[src/rtl/risc_tlb_cam_if.sv]
// Lookup, refill and flush signals between the RiSC MMU address path and the TLB CAM.
// The master side issues requests; the slave side (the TLB) returns registered results.
interface risc_tlb_cam_if #(
  parameter int unsigned VPN_W  = 8,
  parameter int unsigned PFN_W  = 8,
  parameter int unsigned ASID_W = 6,
  parameter int unsigned CNT_W  = 16,
  parameter int unsigned IDX_W  = 3
);
  logic              lk_req;
  logic [VPN_W-1:0]  lk_vpn;
  logic [ASID_W-1:0] lk_asid;
  logic              lk_done;
  logic              lk_hit;
  logic [PFN_W-1:0]  lk_pfn;
  logic              wr_en;
  logic              wr_auto;
  logic [IDX_W-1:0]  wr_idx;
  logic              wr_v;
  logic              wr_g;
  logic [VPN_W-1:0]  wr_vpn;
  logic [ASID_W-1:0] wr_asid;
  logic [PFN_W-1:0]  wr_pfn;
  logic              fl_all;
  logic              fl_asid;
  logic [CNT_W-1:0]  miss_cnt;

  modport master (
    output lk_req, lk_vpn, lk_asid, wr_en, wr_auto, wr_idx, wr_v, wr_g,
           wr_vpn, wr_asid, wr_pfn, fl_all, fl_asid,
    input  lk_done, lk_hit, lk_pfn, miss_cnt
  );

  modport slave (
    input  lk_req, lk_vpn, lk_asid, wr_en, wr_auto, wr_idx, wr_v, wr_g,
           wr_vpn, wr_asid, wr_pfn, fl_all, fl_asid,
    output lk_done, lk_hit, lk_pfn, miss_cnt
  );
endinterface

[src/rtl/risc_tlb_cam.sv]
// Fully-associative TLB: registered (ASID,VPN)->PFN lookup, global entries,
// automatic refill-slot choice, ASID/full flush and a saturating miss counter.
module risc_tlb_cam #(
  parameter int unsigned ENTRIES = 8,
  parameter int unsigned VPN_W   = 8,
  parameter int unsigned PFN_W   = 8,
  parameter int unsigned ASID_W  = 6,
  parameter int unsigned CNT_W   = 16
) (
  input  logic              clk,
  input  logic              reset,
  risc_tlb_cam_if.slave     bus
);
  localparam int unsigned IDX_W = $clog2(ENTRIES);

  logic              v_q    [ENTRIES];
  logic              v_d    [ENTRIES];
  logic              g_q    [ENTRIES];
  logic              g_d    [ENTRIES];
  logic [VPN_W-1:0]  vpn_q  [ENTRIES];
  logic [VPN_W-1:0]  vpn_d  [ENTRIES];
  logic [ASID_W-1:0] asid_q [ENTRIES];
  logic [ASID_W-1:0] asid_d [ENTRIES];
  logic [PFN_W-1:0]  pfn_q  [ENTRIES];
  logic [PFN_W-1:0]  pfn_d  [ENTRIES];

  logic [IDX_W-1:0]  rr_ptr_q, rr_ptr_d;
  logic              lk_done_q, lk_done_d;
  logic              lk_hit_q, lk_hit_d;
  logic [PFN_W-1:0]  lk_pfn_q, lk_pfn_d;
  logic [CNT_W-1:0]  miss_cnt_q, miss_cnt_d;

  logic              hit_c;
  logic [PFN_W-1:0]  hit_pfn_c;
  logic              dup_found_c, free_found_c;
  logic [IDX_W-1:0]  dup_idx_c, free_idx_c, wr_slot_c;

  // Lookup against pre-edge contents; descending scan so the lowest match wins
  always_comb begin
    hit_c     = 1'b0;
    hit_pfn_c = '0;
    for (int i = int'(ENTRIES) - 1; i >= 0; i--) begin
      if (v_q[i] && vpn_q[i] == bus.lk_vpn && (g_q[i] || asid_q[i] == bus.lk_asid)) begin
        hit_c     = 1'b1;
        hit_pfn_c = pfn_q[i];
      end
    end
  end

  always_comb begin
    lk_done_d  = 1'b0;
    lk_hit_d   = lk_hit_q;
    lk_pfn_d   = lk_pfn_q;
    miss_cnt_d = miss_cnt_q;
    if (bus.lk_req) begin
      lk_done_d = 1'b1;
      lk_hit_d  = hit_c;
      lk_pfn_d  = hit_c ? hit_pfn_c : '0;
      if (!hit_c && miss_cnt_q != {CNT_W{1'b1}}) begin
        miss_cnt_d = miss_cnt_q + CNT_W'(1);
      end
    end
  end

  // Flush first, then pick the refill slot from post-flush validity and write it
  always_comb begin
    v_d          = v_q;
    g_d          = g_q;
    vpn_d        = vpn_q;
    asid_d       = asid_q;
    pfn_d        = pfn_q;
    rr_ptr_d     = rr_ptr_q;
    dup_found_c  = 1'b0;
    dup_idx_c    = '0;
    free_found_c = 1'b0;
    free_idx_c   = '0;
    wr_slot_c    = bus.wr_idx;

    for (int i = 0; i < int'(ENTRIES); i++) begin
      if (bus.fl_all || (bus.fl_asid && !g_q[i] && asid_q[i] == bus.lk_asid)) begin
        v_d[i] = 1'b0;
      end
    end

    for (int i = int'(ENTRIES) - 1; i >= 0; i--) begin
      if (v_d[i] && vpn_q[i] == bus.wr_vpn && (g_q[i] || asid_q[i] == bus.wr_asid)) begin
        dup_found_c = 1'b1;
        dup_idx_c   = IDX_W'(i);
      end
      if (!v_d[i]) begin
        free_found_c = 1'b1;
        free_idx_c   = IDX_W'(i);
      end
    end

    if (bus.wr_en) begin
      if (bus.wr_auto) begin
        if (dup_found_c) begin
          wr_slot_c = dup_idx_c;
        end else if (free_found_c) begin
          wr_slot_c = free_idx_c;
        end else begin
          wr_slot_c = rr_ptr_q;
          rr_ptr_d  = rr_ptr_q + IDX_W'(1);
        end
      end
      v_d[wr_slot_c]    = bus.wr_v;
      g_d[wr_slot_c]    = bus.wr_g;
      vpn_d[wr_slot_c]  = bus.wr_vpn;
      asid_d[wr_slot_c] = bus.wr_asid;
      pfn_d[wr_slot_c]  = bus.wr_pfn;
    end
  end

  always_ff @(posedge clk or negedge reset) begin
    if (!reset) begin
      v_q        <= '{default: '0};
      g_q        <= '{default: '0};
      vpn_q      <= '{default: '0};
      asid_q     <= '{default: '0};
      pfn_q      <= '{default: '0};
      rr_ptr_q   <= '0;
      lk_done_q  <= 1'b0;
      lk_hit_q   <= 1'b0;
      lk_pfn_q   <= '0;
      miss_cnt_q <= '0;
    end else begin
      v_q        <= v_d;
      g_q        <= g_d;
      vpn_q      <= vpn_d;
      asid_q     <= asid_d;
      pfn_q      <= pfn_d;
      rr_ptr_q   <= rr_ptr_d;
      lk_done_q  <= lk_done_d;
      lk_hit_q   <= lk_hit_d;
      lk_pfn_q   <= lk_pfn_d;
      miss_cnt_q <= miss_cnt_d;
    end
  end

  assign bus.lk_done  = lk_done_q;
  assign bus.lk_hit   = lk_hit_q;
  assign bus.lk_pfn   = lk_pfn_q;
  assign bus.miss_cnt = miss_cnt_q;
endmodule

[src/flat_wrapper.sv]
// flat-port wrapper written by rule: the top's interface ports become plain ports
module risc_tlb_cam_flat 
#(
  parameter int unsigned ENTRIES = 8,
  parameter int unsigned VPN_W   = 8,
  parameter int unsigned PFN_W   = 8,
  parameter int unsigned ASID_W  = 6,
  parameter int unsigned CNT_W   = 16
)
  (clk, reset, bus_lk_req, bus_lk_vpn, bus_lk_asid, bus_wr_en, bus_wr_auto, bus_wr_idx, bus_wr_v, bus_wr_g, bus_wr_vpn, bus_wr_asid, bus_wr_pfn, bus_fl_all, bus_fl_asid, bus_lk_done, bus_lk_hit, bus_lk_pfn, bus_miss_cnt);
  risc_tlb_cam_if #(.VPN_W(VPN_W), .PFN_W(PFN_W), .ASID_W(ASID_W), .CNT_W(CNT_W), .IDX_W((3))) bus_i ();
  input  logic clk;
  input  logic reset;
  input wire logic [$bits(bus_i.lk_req)-1:0] bus_lk_req;
  input wire logic [$bits(bus_i.lk_vpn)-1:0] bus_lk_vpn;
  input wire logic [$bits(bus_i.lk_asid)-1:0] bus_lk_asid;
  input wire logic [$bits(bus_i.wr_en)-1:0] bus_wr_en;
  input wire logic [$bits(bus_i.wr_auto)-1:0] bus_wr_auto;
  input wire logic [$bits(bus_i.wr_idx)-1:0] bus_wr_idx;
  input wire logic [$bits(bus_i.wr_v)-1:0] bus_wr_v;
  input wire logic [$bits(bus_i.wr_g)-1:0] bus_wr_g;
  input wire logic [$bits(bus_i.wr_vpn)-1:0] bus_wr_vpn;
  input wire logic [$bits(bus_i.wr_asid)-1:0] bus_wr_asid;
  input wire logic [$bits(bus_i.wr_pfn)-1:0] bus_wr_pfn;
  input wire logic [$bits(bus_i.fl_all)-1:0] bus_fl_all;
  input wire logic [$bits(bus_i.fl_asid)-1:0] bus_fl_asid;
  output wire logic [$bits(bus_i.lk_done)-1:0] bus_lk_done;
  output wire logic [$bits(bus_i.lk_hit)-1:0] bus_lk_hit;
  output wire logic [$bits(bus_i.lk_pfn)-1:0] bus_lk_pfn;
  output wire logic [$bits(bus_i.miss_cnt)-1:0] bus_miss_cnt;
  assign bus_i.lk_req = bus_lk_req;
  assign bus_i.lk_vpn = bus_lk_vpn;
  assign bus_i.lk_asid = bus_lk_asid;
  assign bus_i.wr_en = bus_wr_en;
  assign bus_i.wr_auto = bus_wr_auto;
  assign bus_i.wr_idx = bus_wr_idx;
  assign bus_i.wr_v = bus_wr_v;
  assign bus_i.wr_g = bus_wr_g;
  assign bus_i.wr_vpn = bus_wr_vpn;
  assign bus_i.wr_asid = bus_wr_asid;
  assign bus_i.wr_pfn = bus_wr_pfn;
  assign bus_i.fl_all = bus_fl_all;
  assign bus_i.fl_asid = bus_fl_asid;
  assign bus_lk_done = bus_i.lk_done;
  assign bus_lk_hit = bus_i.lk_hit;
  assign bus_lk_pfn = bus_i.lk_pfn;
  assign bus_miss_cnt = bus_i.miss_cnt;
  risc_tlb_cam #(.ENTRIES(ENTRIES), .VPN_W(VPN_W), .PFN_W(PFN_W), .ASID_W(ASID_W), .CNT_W(CNT_W)) u_core (.clk(clk), .reset(reset), .bus(bus_i));
endmodule
[config.mk]
export PLATFORM = sky130hd
export DESIGN_NAME = risc_tlb_cam_flat
export DESIGN_NICKNAME = d
export VERILOG_FILES = /design/src/rtl/risc_tlb_cam_if.sv /design/src/rtl/risc_tlb_cam.sv /design/src/flat_wrapper.sv
export SDC_FILE = /design/constraint.sdc
export NUM_CORES = 1
export LEC_CHECK = 0
export BUFFER_PORTS_ARGS = -buffer_cell sky130_fd_sc_hd__clkbuf_2
export CORE_UTILIZATION = 25
export CTS_CLUSTER_DIAMETER = 60
export DETAILED_ROUTE_END_ITERATION = 10
export PLACE_DENSITY = 0.39
export SYNTH_ARGS = -nofsm -noshare
export SYNTH_HDL_FRONTEND = slang
export SYNTH_SLANG_ARGS = --single-unit
[constraint.sdc]
create_clock -name clk -period 4.53 [get_ports clk]
set_input_delay 0.906 -clock clk [delete_from_list [all_inputs] [get_ports clk]]
set_output_delay 0.906 -clock clk [all_outputs]
set_load 0.02 [all_outputs]
After elaboration in Yosys (flattened, before gate mapping):

Cells that the tools add are included.

* flip-flop bits (word level): 221
* bits in latches: 0
* RAM bits: 0
* bits in read-only memories: 0
* input port bits: 48
* output and inout port bits: 26
* memories kept: 0

* add/subtract/negate cells: 2
* $mul: 0
* divide/modulo/power cells: 0
* order comparisons: 2
* equal/unequal tests: 33
* shifts and indexed selects: 0
* mux-type cells: 74
* bitwise gates (word level): 3
* reduce and logical (&&, ||, !) cells: 85

Operator list (count)
* bitwise mux 64 bit: 2
* == test 8 bit: 16
* == test 6 bit: 16
* 2-to-1 mux 8 bit: 11
* 2-to-1 mux 3 bit: 20
* logical AND 1 bit: 50
* bitwise mux 48 bit: 1
* 2-to-1 mux 1 bit: 34
* demux 8 bit (select 3 bit): 1
* logical OR 1 bit: 24
* demux 6 bit (select 3 bit): 1
* adder 16 x 1 -> 16 bit, second input constant: 1
* bitwise mux 8 bit: 2
* inequality test 16 bit, second input constant: 1
* logical NOT 1 bit: 9
* 2-to-1 mux 6 bit: 1
* greater-or-equal comparator 4 bit, second input constant: 1
* less-than comparator 4 x 1 -> 1 bit, second input constant: 1
* NOT 3 -> 4 bit: 1
* AND reduction 4 bit: 1
* adder 3 x 1 -> 3 bit, second input constant: 1
* demux 1 bit (select 3 bit): 1
* NOT 1 bit: 2
* AND reduction 2 bit: 1

Depth between registers and ports, before layout:

Gate-level depths: netlist (run 1).

* depth after elaboration: 25
* mapped depth: 13

Worst setup path after synthesis (run 1):

Ideal clock, no wire load.

* path kind: input -> register
* start: in bus_wr_vpn[4]
* end: reg u_core.asid_q[24] (netlist name)
* library setup time: 0.125 ns
* arrival time: 3.880 ns
* slack: 0.525 ns
* cell stages on the path: 12
* cell sequence: clkbuf_1 buf_2 xnor2_1 nand4_1 nor4_1 nor4_2 o311a_1 or3b_1 buf_6 nor4b_4 buf_6 mux2_4

* cells in the longest elaborated chain, start to end: 20

Ends and longest elaborated chain
* start: declaration: RTL line flat_wrapper.sv:22 `input wire logic [$bits(bus_i.wr_vpn)-1:0] bus_wr_vpn;`
* == test 8 bit: RTL line risc_tlb_cam.sv:86 `if (v_d[i] && vpn_q[i] == bus.wr_vpn && (g_q[i] || asid_q[i] == bus.wr_asid)) begin`
* logical AND 1 bit (2 in series): RTL line risc_tlb_cam.sv:86
* 2-to-1 mux 3 bit or 2-to-1 mux 1 bit (tied branches) (8 in series): RTL line risc_tlb_cam.sv:86
* 2-to-1 mux 3 bit (*): RTL line risc_tlb_cam.sv:98 `if (dup_found_c) begin`
* 2-to-1 mux 3 bit (*): RTL line risc_tlb_cam.sv:97 `if (bus.wr_auto) begin`
* 2-to-1 mux 3 bit (*): RTL line risc_tlb_cam.sv:96 `if (bus.wr_en) begin`
* NOT 3 -> 4 bit (implied by the code) (*): RTL line risc_tlb_cam.sv:110 `asid_d[wr_slot_c] = bus.wr_asid;`
* greater-or-equal comparator 4 bit (implied by the code) or less-than comparator 4 x 1 -> 1 bit (tied branches): RTL line risc_tlb_cam.sv:110
* logical AND 1 bit (implied by the code): RTL line risc_tlb_cam.sv:110
* 2-to-1 mux 6 bit (implied by the code): RTL line risc_tlb_cam.sv:110
* demux 6 bit (select 3 bit) (*): RTL line risc_tlb_cam.sv:110
* bitwise mux 48 bit (*): RTL line risc_tlb_cam.sv:110
* end signal: assignment: RTL line risc_tlb_cam.sv:131 `asid_q <= asid_d;`
* end: declaration: RTL line risc_tlb_cam.sv:22 `logic [ASID_W-1:0] asid_q [ENTRIES];`

Mark *: on every way between the ends. The rest lies on a longest branch, timed or not. The select of a mux whose other input is x is not followed.
A chain may end at the register's enable or synchronous reset.

Worst setup path in the final report (run 1):

* start: in bus_lk_asid[2]
* end: reg u_core.pfn_q[39] (netlist name)

* cells in the longest elaborated chain, start to end: 23

Ends and longest elaborated chain
* start: declaration: RTL line flat_wrapper.sv:16 `input wire logic [$bits(bus_i.lk_asid)-1:0] bus_lk_asid;`
* == test 6 bit: RTL line risc_tlb_cam.sv:80 `if (bus.fl_all || (bus.fl_asid && !g_q[i] && asid_q[i] == bus.lk_asid)) begin`
* logical AND 1 bit: RTL line risc_tlb_cam.sv:80
* logical OR 1 bit: RTL line risc_tlb_cam.sv:80
* 2-to-1 mux 1 bit: RTL line risc_tlb_cam.sv:80
* logical AND 1 bit (2 in series): RTL line risc_tlb_cam.sv:86
* 2-to-1 mux 3 bit or 2-to-1 mux 1 bit (tied branches) (8 in series): RTL line risc_tlb_cam.sv:86
* 2-to-1 mux 3 bit (*): RTL line risc_tlb_cam.sv:98
* 2-to-1 mux 3 bit (*): RTL line risc_tlb_cam.sv:97
* 2-to-1 mux 3 bit (*): RTL line risc_tlb_cam.sv:96
* NOT 3 -> 4 bit (implied by the code) (*): RTL line risc_tlb_cam.sv:111 `pfn_d[wr_slot_c] = bus.wr_pfn;`
* greater-or-equal comparator 4 bit (implied by the code) or less-than comparator 4 x 1 -> 1 bit (tied branches): RTL line risc_tlb_cam.sv:111
* logical AND 1 bit (implied by the code): RTL line risc_tlb_cam.sv:111
* 2-to-1 mux 8 bit (implied by the code): RTL line risc_tlb_cam.sv:111
* demux 8 bit (select 3 bit) (*): RTL line risc_tlb_cam.sv:111
* bitwise mux 64 bit (*): RTL line risc_tlb_cam.sv:111
* end signal: assignment: RTL line risc_tlb_cam.sv:132 `pfn_q <= pfn_d;`
* end: declaration: RTL line risc_tlb_cam.sv:24 `logic [PFN_W-1:0] pfn_q [ENTRIES];`

Marked as above.

==> results.toml, run 1 <==
[global_routing]
grt_usage_pct = 15.2
grt_pass1_wl_um = 56700
grt_max_degree = 108
grt_pass1_vias = 8448
grt-ovfl-total = 0
antenna_found_initial = 0

[place]
gp_congestion = 0.804
placed_cell_area_um2 = 13700
dpl.hpwl_um = 26300
portBuffers = 73

[floorplan]
die_h_um = 224
num_rows = 80
die_area_um2 = 50100
boundaryPins = 74
initial_core_util_pct = 25.5
fp.dieW_um = 224
core-area_um2 = 48100

[setup_path]
crit_chain = "clkbuf_2 -> buf_4 -> xnor2_1 -> nand4_1 -> o311ai_2 -> nor3_1 -> nor4_2 -> nand2_1 -> o221ai_4 -> nor4b_4 -> buf_4 -> mux2_2"
crit_path_max_fanout = 8
r2r_end = "u_core.pfn_q[39]$_DFFE_PN0P_"
cp_slowest_cell = "o311ai_2"
crit_path_frequent_cell = "buf_4"
worst-path-buf-inv = 3
regToRegSetupSlack_ps = 790
worst_r2r_path_depth = 11
startpoint = "bus_lk_asid[2]"
r2r_start = "u_core.asid_q[2]$_DFFE_PN0P_"
slowest_delay_ps = 480
end_kind = "flip-flop"
path_delay_family = "simple AND/OR/NAND/NOR gates"
critPathKind = "in -> reg"
required_ps = 4950
startpoint_type = "input port"
arrival_ps = 4580

[timing]
slew_violations = 0
period_minus_slack_ps = 4160
slew_headroom_pct = 39.1
skew_ps = 25.7
rsz0062_at_grt = "false"
hold_viol = 0
fmaxAchievable_mhz = 240
setup_viol = 0
period_share_pct = 91.9
worst_slew_pin_slew_ps = 914

[yosys]
synth_area_leader_cell = "dfrtp_1"
ys_ff_latch = 221
synth_top_area_share_pct = 45.0
synth_edf_count = 0
synthFlopType = "dfrtp_1"
synth_seq_area_share_pct = 45.0
syn_inst = 1024
ys_types = 72
avgSynthCellArea_um2 = 12.0
ys.warnings.count = 0
synthesis.nets = 1074
synth_area_leaders = "dfrtp_1 (45%), mux2_2 (14%), xnor2_1 (10%)"
netlist_area_um2 = 12300
synth-async-reset-ratio_pct = 100

[min_path]
hold_path_class = "in -> async"

[drt]
ant_nets = 0
viasPerCell = 4.46
first_pass_iters = 5
routed_wl_um = 36900
first_iter_violations = 371
vias = 8037
drc = 0
wl_per_cell_um = 20.5

[pwr]
ir_worst_vdd_mv = 0.224
swShare_pct = 29.8
p_switching_uw = 2090
p_seq_share_pct = 40.6
internal_power_uw = 4910
clkPwrFrac_pct = 38.6
comb_power_share_pct = 20.8
power_density_nw_per_um2 = 469
leakagePower_uw = 0.00621

[cts]
cts_sinks = 221
numCtsBuffers = 35
clk_path_buf_depth = 3
htree_levels = 2
clk_pin_slew_ps = 50
hold_buffers = 0
clkLatencyLatePin_ps = 540
cts_tree = "done"
cts_resized = 0
post-cts-setup-buffer-count = 0
cts_root_buffer = "clkbuf_16"

[final_layout]
postLayoutCellArea_um2 = 14900
area_delta_synth_final_pct = 21.3
post-route-util_pct = 31.0
drive_gt1_share_pct = 33.8
nets = 1169

[run_status]
status = "finished clean"

[flow_run]
maxCapViolCount = 0
[metrics by stage]
step           total power (µW)  setup WS [ps]  hold slack, ps  setup TNS, ps  cells
3_3_place_gp               4330          -74.0             466          -2210   1738
4_1_cts                    7130            424             491              0   1800
6_report                   7000            366             463              0   1801
2_1_floorplan              3880            525             457              0   1024
3_5_place_dp               4350           -134             479          -5220   1738
5_1_grt                    7410           91.1             504              0   1800
[worst register-to-register path, cell delays in order, from the launching register on]
cell	delay, ps
dfrtp_1	430
xor2_2	190
nor4_2	410
a311o_2	320
nor3_1	80
buf_4	140
nor4b_2	390
nand2_1	190
o221ai_4	480
nor4b_4	380
buf_4	270
mux2_2	350
[power groups by stage]
stage | registers [µW] | clock network [µW] | logic (µW)
floorplan | 2810 | 0 | 1070
global placement | 2870 | 0 | 1460
detailed placement | 2870 | 0 | 1480
CTS | 2840 | 2800 | 1480
global route | 2910 | 2890 | 1610
finish | 2840 | 2700 | 1460
[logic make-up after synthesis]
kind of cell / count (synthesis) / share of synthesized area, %
buf+inv: 85 / 3.46
mux: 206 / 19.2
compound gates: 89 / 6.07
fa+ha+maj: 2 / 0.203
flops: 221 / 45.0
xor+xnor: 241 / 17.3
simple gates: 180 / 8.70
[state kept, by name (all words and copies together) (netlist names), 3 cells and up]
register / count
u_core.bus.miss_cnt: 16
u_core.g_q: 8
u_core.pfn_q: 64
u_core.asid_q: 48
u_core.rr_ptr_q: 3
u_core.bus.lk_pfn: 8
u_core.vpn_q: 64
u_core.v_q: 8
[placed cells by master, fill, tap and decap left out, types with 5 or more instances in the layout]
| cell type | synthesis | routed |
|---|---|---|
| a211oi_1 | 7 | 7 |
| a21oi_1 | 10 | 10 |
| a221oi_1 | 6 | 6 |
| a22oi_1 | 7 | 7 |
| a31oi_1 | 8 | 8 |
| buf_12 | 0 | 15 |
| buf_4 | 1 | 41 |
| clkbuf_1 | 25 | 6 |
| clkbuf_16 | 0 | 35 |
| clkbuf_2 | 0 | 72 |
| clkbuf_8 | 0 | 5 |
| clkinv_2 | 0 | 7 |
| dfrtp_1 | 221 | 221 |
| inv_1 | 14 | 14 |
| mux2_1 | 13 | 13 |
| mux2_2 | 155 | 155 |
| mux2_4 | 19 | 19 |
| mux2i_1 | 19 | 19 |
| nand2_1 | 30 | 30 |
| nand2b_1 | 5 | 5 |
| nand3_1 | 12 | 12 |
| nand4_1 | 27 | 27 |
| nor2_1 | 32 | 32 |
| nor2b_1 | 8 | 8 |
| nor3_1 | 13 | 13 |
| nor4_1 | 24 | 24 |
| o21ai_0 | 10 | 9 |
| o31ai_1 | 7 | 7 |
| xnor2_1 | 145 | 145 |
| xor2_1 | 93 | 93 |
[final cells by class]
class | count | area (µm²)
clock inverters | 16 | 205
fillers | 4973 | 33200
inverters | 14 | 52.6
multi-input cells | 718 | 6360
clock buffers | 46 | 967
repair buffers | 129 | 983
diodes | 1 | 2.50
flip-flops and latches | 221 | 5530
well taps | 656 | 821
[per-layer routing]
layer / routed length [µm] / vias up / GRT usage (%)
met5: 0 / - / 0
met4: 553 / 0 / 3.62
met3: 1190 / 41 / 2.33
met2: 16300 / 130 / 22.9
met1: 18900 / 4060 / 22.5
li1: - / 3806 / -
[cell usage after synthesis, types with 8 or more instances]
library cell  number
a21oi_1           10
a31oi_1            8
buf_2             34
buf_6              8
clkbuf_1          25
dfrtp_1          221
inv_1             14
mux2_1            13
mux2_2           155
mux2_4            19
mux2i_1           19
nand2_1           30
nand3_1           12
nand4_1           27
nor2_1            32
nor2b_1            8
nor3_1            13
nor4_1            24
o21ai_0           10
xnor2_1          145
xor2_1            93
[worst max path at each step]
stage	slack, ps	to	cells past startpoint
5_1_grt	90	u_core.pfn_q[39]$_DFFE_PN0P_	12
3_3_place_gp	-70	u_core.pfn_q[39]$_DFFE_PN0P_	12
2_1_floorplan	520	u_core.asid_q[24]$_DFFE_PN0P_	12
3_5_place_dp	-130	u_core.pfn_q[39]$_DFFE_PN0P_	12
6_report	370	u_core.pfn_q[39]$_DFFE_PN0P_	12
4_1_cts	420	u_core.vpn_q[33]$_DFFE_PN0P_	12
Note: power is estimated with default switching activity, not from simulation.
==> run 2, diff against run 1 <==
--- a/config.mk
+++ b/config.mk
@@ -6,6 +6,7 @@
 export NUM_CORES = 1
 export LEC_CHECK = 0
 export BUFFER_PORTS_ARGS = -buffer_cell sky130_fd_sc_hd__clkbuf_2
+export CORE_MARGIN = 2
 export CORE_UTILIZATION = 25
 export CTS_CLUSTER_DIAMETER = 60
 export DETAILED_ROUTE_END_ITERATION = 10
==> run 2 against run 1 <==
  * Non-clock buffer count increased by 3
  * Utilization is 0.37 points lower
  * First-iteration DRC count fell by 14%
  * Critical path type unchanged
  * Final area is essentially flat
  * Highest routed layer unchanged
  * Cell count is 0.72% higher
==> results.toml, run 2 (same netlist as run 1, synthesis figures left out) <==
[cts]
clkLatencyLatePin_ps = 550
cts_root_buffer = "clkbuf_16"
hold_buffers = 0
post-cts-setup-buffer-count = 0
clk_path_buf_depth = 3
cts_tree = "done"
htree_levels = 2
cts_sinks = 221
numCtsBuffers = 36
clk_pin_slew_ps = 50
cts_resized = 0

[drt]
first_pass_iters = 4
top_layer_used = "met4"
wl_met3_um = 1520
first_iter_violations = 318
vias = 8104
ant_nets = 0
wl_per_cell_um = 20.4
routed_wl_um = 37000
wirelength_met1_um = 17400
drc = 0
met2_length_um = 17300
viasPerCell = 4.47

[place]
placed_cells = 1749
portBuffers = 73
dpl.hpwl_um = 26200
gp_congestion = 0.775
dpl_worst_slack_ps = -16.8

[final_layout]
diodes = 0
final_cell_mix = "dfrtp_1 (221), mux2_2 (155), xnor2_1 (145)"
nets = 1173
final_common_cell = "dfrtp_1"
fillers = 4934
fin_cells = 1814
drive_gt1_share_pct = 34.3
area_delta_synth_final_pct = 21.4
top_regs = "u_core.pfn_q: 64 flops, u_core.vpn_q: 64 flops, u_core.asid_q: 48 flops"
post-route-util_pct = 30.6

[setup_path]
end_kind = "flip-flop"
arrival_ps = 4390
startpoint_type = "input port"
crit_path_max_fanout = 9
required_ps = 4950
critPathKind = "in -> reg"

[pwr]
p_switching_uw = 2120
internal_power_uw = 4990
comb_power_share_pct = 20.2
swShare_pct = 29.8
ir_worst_vdd_mv = 0.226
clkPwrFrac_pct = 39.8
p_seq_share_pct = 40.0
power_density_nw_per_um2 = 477
leakagePower_uw = 0.00620

[global_routing]
grt_pass1_wl_um = 56100
grt_pass1_vias = 8607
grt-ovfl-total = 0
antenna_found_initial = 0
grt_max_degree = 84
grt_usage_pct = 15.0

[timing]
skew_ps = 24.9
setup_viol = 0
slew_violations = 0
worst_slew_pin_slew_ps = 690
hold_viol = 0
fmaxAchievable_mhz = 252
period_minus_slack_ps = 3970
slew_headroom_pct = 53.6
worst_slack_ps = 564
period_share_pct = 87.6
rsz0062_at_grt = "false"

[floorplan]
initial_core_util_pct = 25.2
num_rows = 81
die_area_um2 = 51000
fp.dieW_um = 226
core-area_um2 = 48700
boundaryPins = 74
die_h_um = 226

[min_path]
hold_path_class = "in -> async"

[flow_run]
maxCapViolCount = 0

[run_status]
status = "finished clean"
[run 2: changes by cell type in the layout (fill, tap and decap cells not counted)]
cell,before,now
buf_12,15,8
buf_4,41,51
bufinv_16,3,4
clkbuf_1,6,5
clkbuf_16,35,36
clkbuf_8,5,4
clkinv_16,1,0
clkinv_2,7,4
clkinv_8,1,3
clkinvlp_4,1,6
diode_2,1,0
[run 2: area by class of cell]
class / count / area [µm²] / area share, %
Timing Repair Buffer: 132 / 918 / 6.15
Multi-Input combinational cell: 718 / 6360 / 42.6
Clock inverter: 20 / 260 / 1.74
Sequential cell: 221 / 5530 / 37.1
Inverter: 14 / 52.6 / 0.352
Clock buffer: 45 / 975 / 6.53
Tap cell: 664 / 831 / 5.57
[run 2: worst paths after layout]
kind | from | endpoint | slack, ps | depth (start not counted)
setup / recovery | bus_lk_asid[3] | u_core.vpn_q[33]$_DFFE_PN0P_ | 560 | 11
hold / removal | reset | u_core.vpn_q[23]$_DFFE_PN0P_ | 340 | 1
setup reg to reg | u_core.asid_q[2]$_DFFE_PN0P_ | u_core.asid_q[32]$_DFFE_PN0P_ | 850 | 11
hold reg to reg | u_core.pfn_q[31]$_DFFE_PN0P_ | u_core.pfn_q[31]$_DFFE_PN0P_ | 490 | 1
max in group asynchronous | reset | u_core.bus.miss_cnt[1]$_DFFE_PN0P_ | 3230 | 2
min in group clk | u_core.pfn_q[31]$_DFFE_PN0P_ | u_core.pfn_q[31]$_DFFE_PN0P_ | 490 | 1
[run 2: stage by stage]
stage / power, µW / hold WS [ps] / TNS, ps / area (µm²)
6_report: 7120 / 338 / 0 / 14900
5_1_grt: 7520 / 393 / 0 / 14900
4_1_cts: 7250 / 361 / 0 / 14900
3_5_place_dp: 4350 / 483 / -34.2 / 13700
3_3_place_gp: 4330 / 474 / -645 / 13700
2_1_floorplan: 3880 / 457 / 0 / 12300
[run 2: power by group through the flow]
stage / Clock (µW) / Sequential, µW / Combinational (µW)
floorplan: 0 / 2810 / 1070
global placement: 0 / 2870 / 1460
detailed placement: 0 / 2880 / 1470
CTS: 2930 / 2850 / 1480
global route: 3010 / 2910 / 1600
finish: 2830 / 2840 / 1440
[run 2: routing by layer]
layer	vias to the layer above	GRT usage, %
met5	-	0
met4	0	4.08
met3	48	2.64
met2	137	24.5
met1	4115	20.2
li1	3804	-
[run 2: critical path, stage by stage]
cell and delay (ps):
clkbuf_2 270, xor2_1 270, or4b_4 510, o211ai_2 210, or4_1 220, nor4b_2 340
nand2_1 180, o221ai_4 480, nor4b_4 360, buf_4 280, mux2_2 350
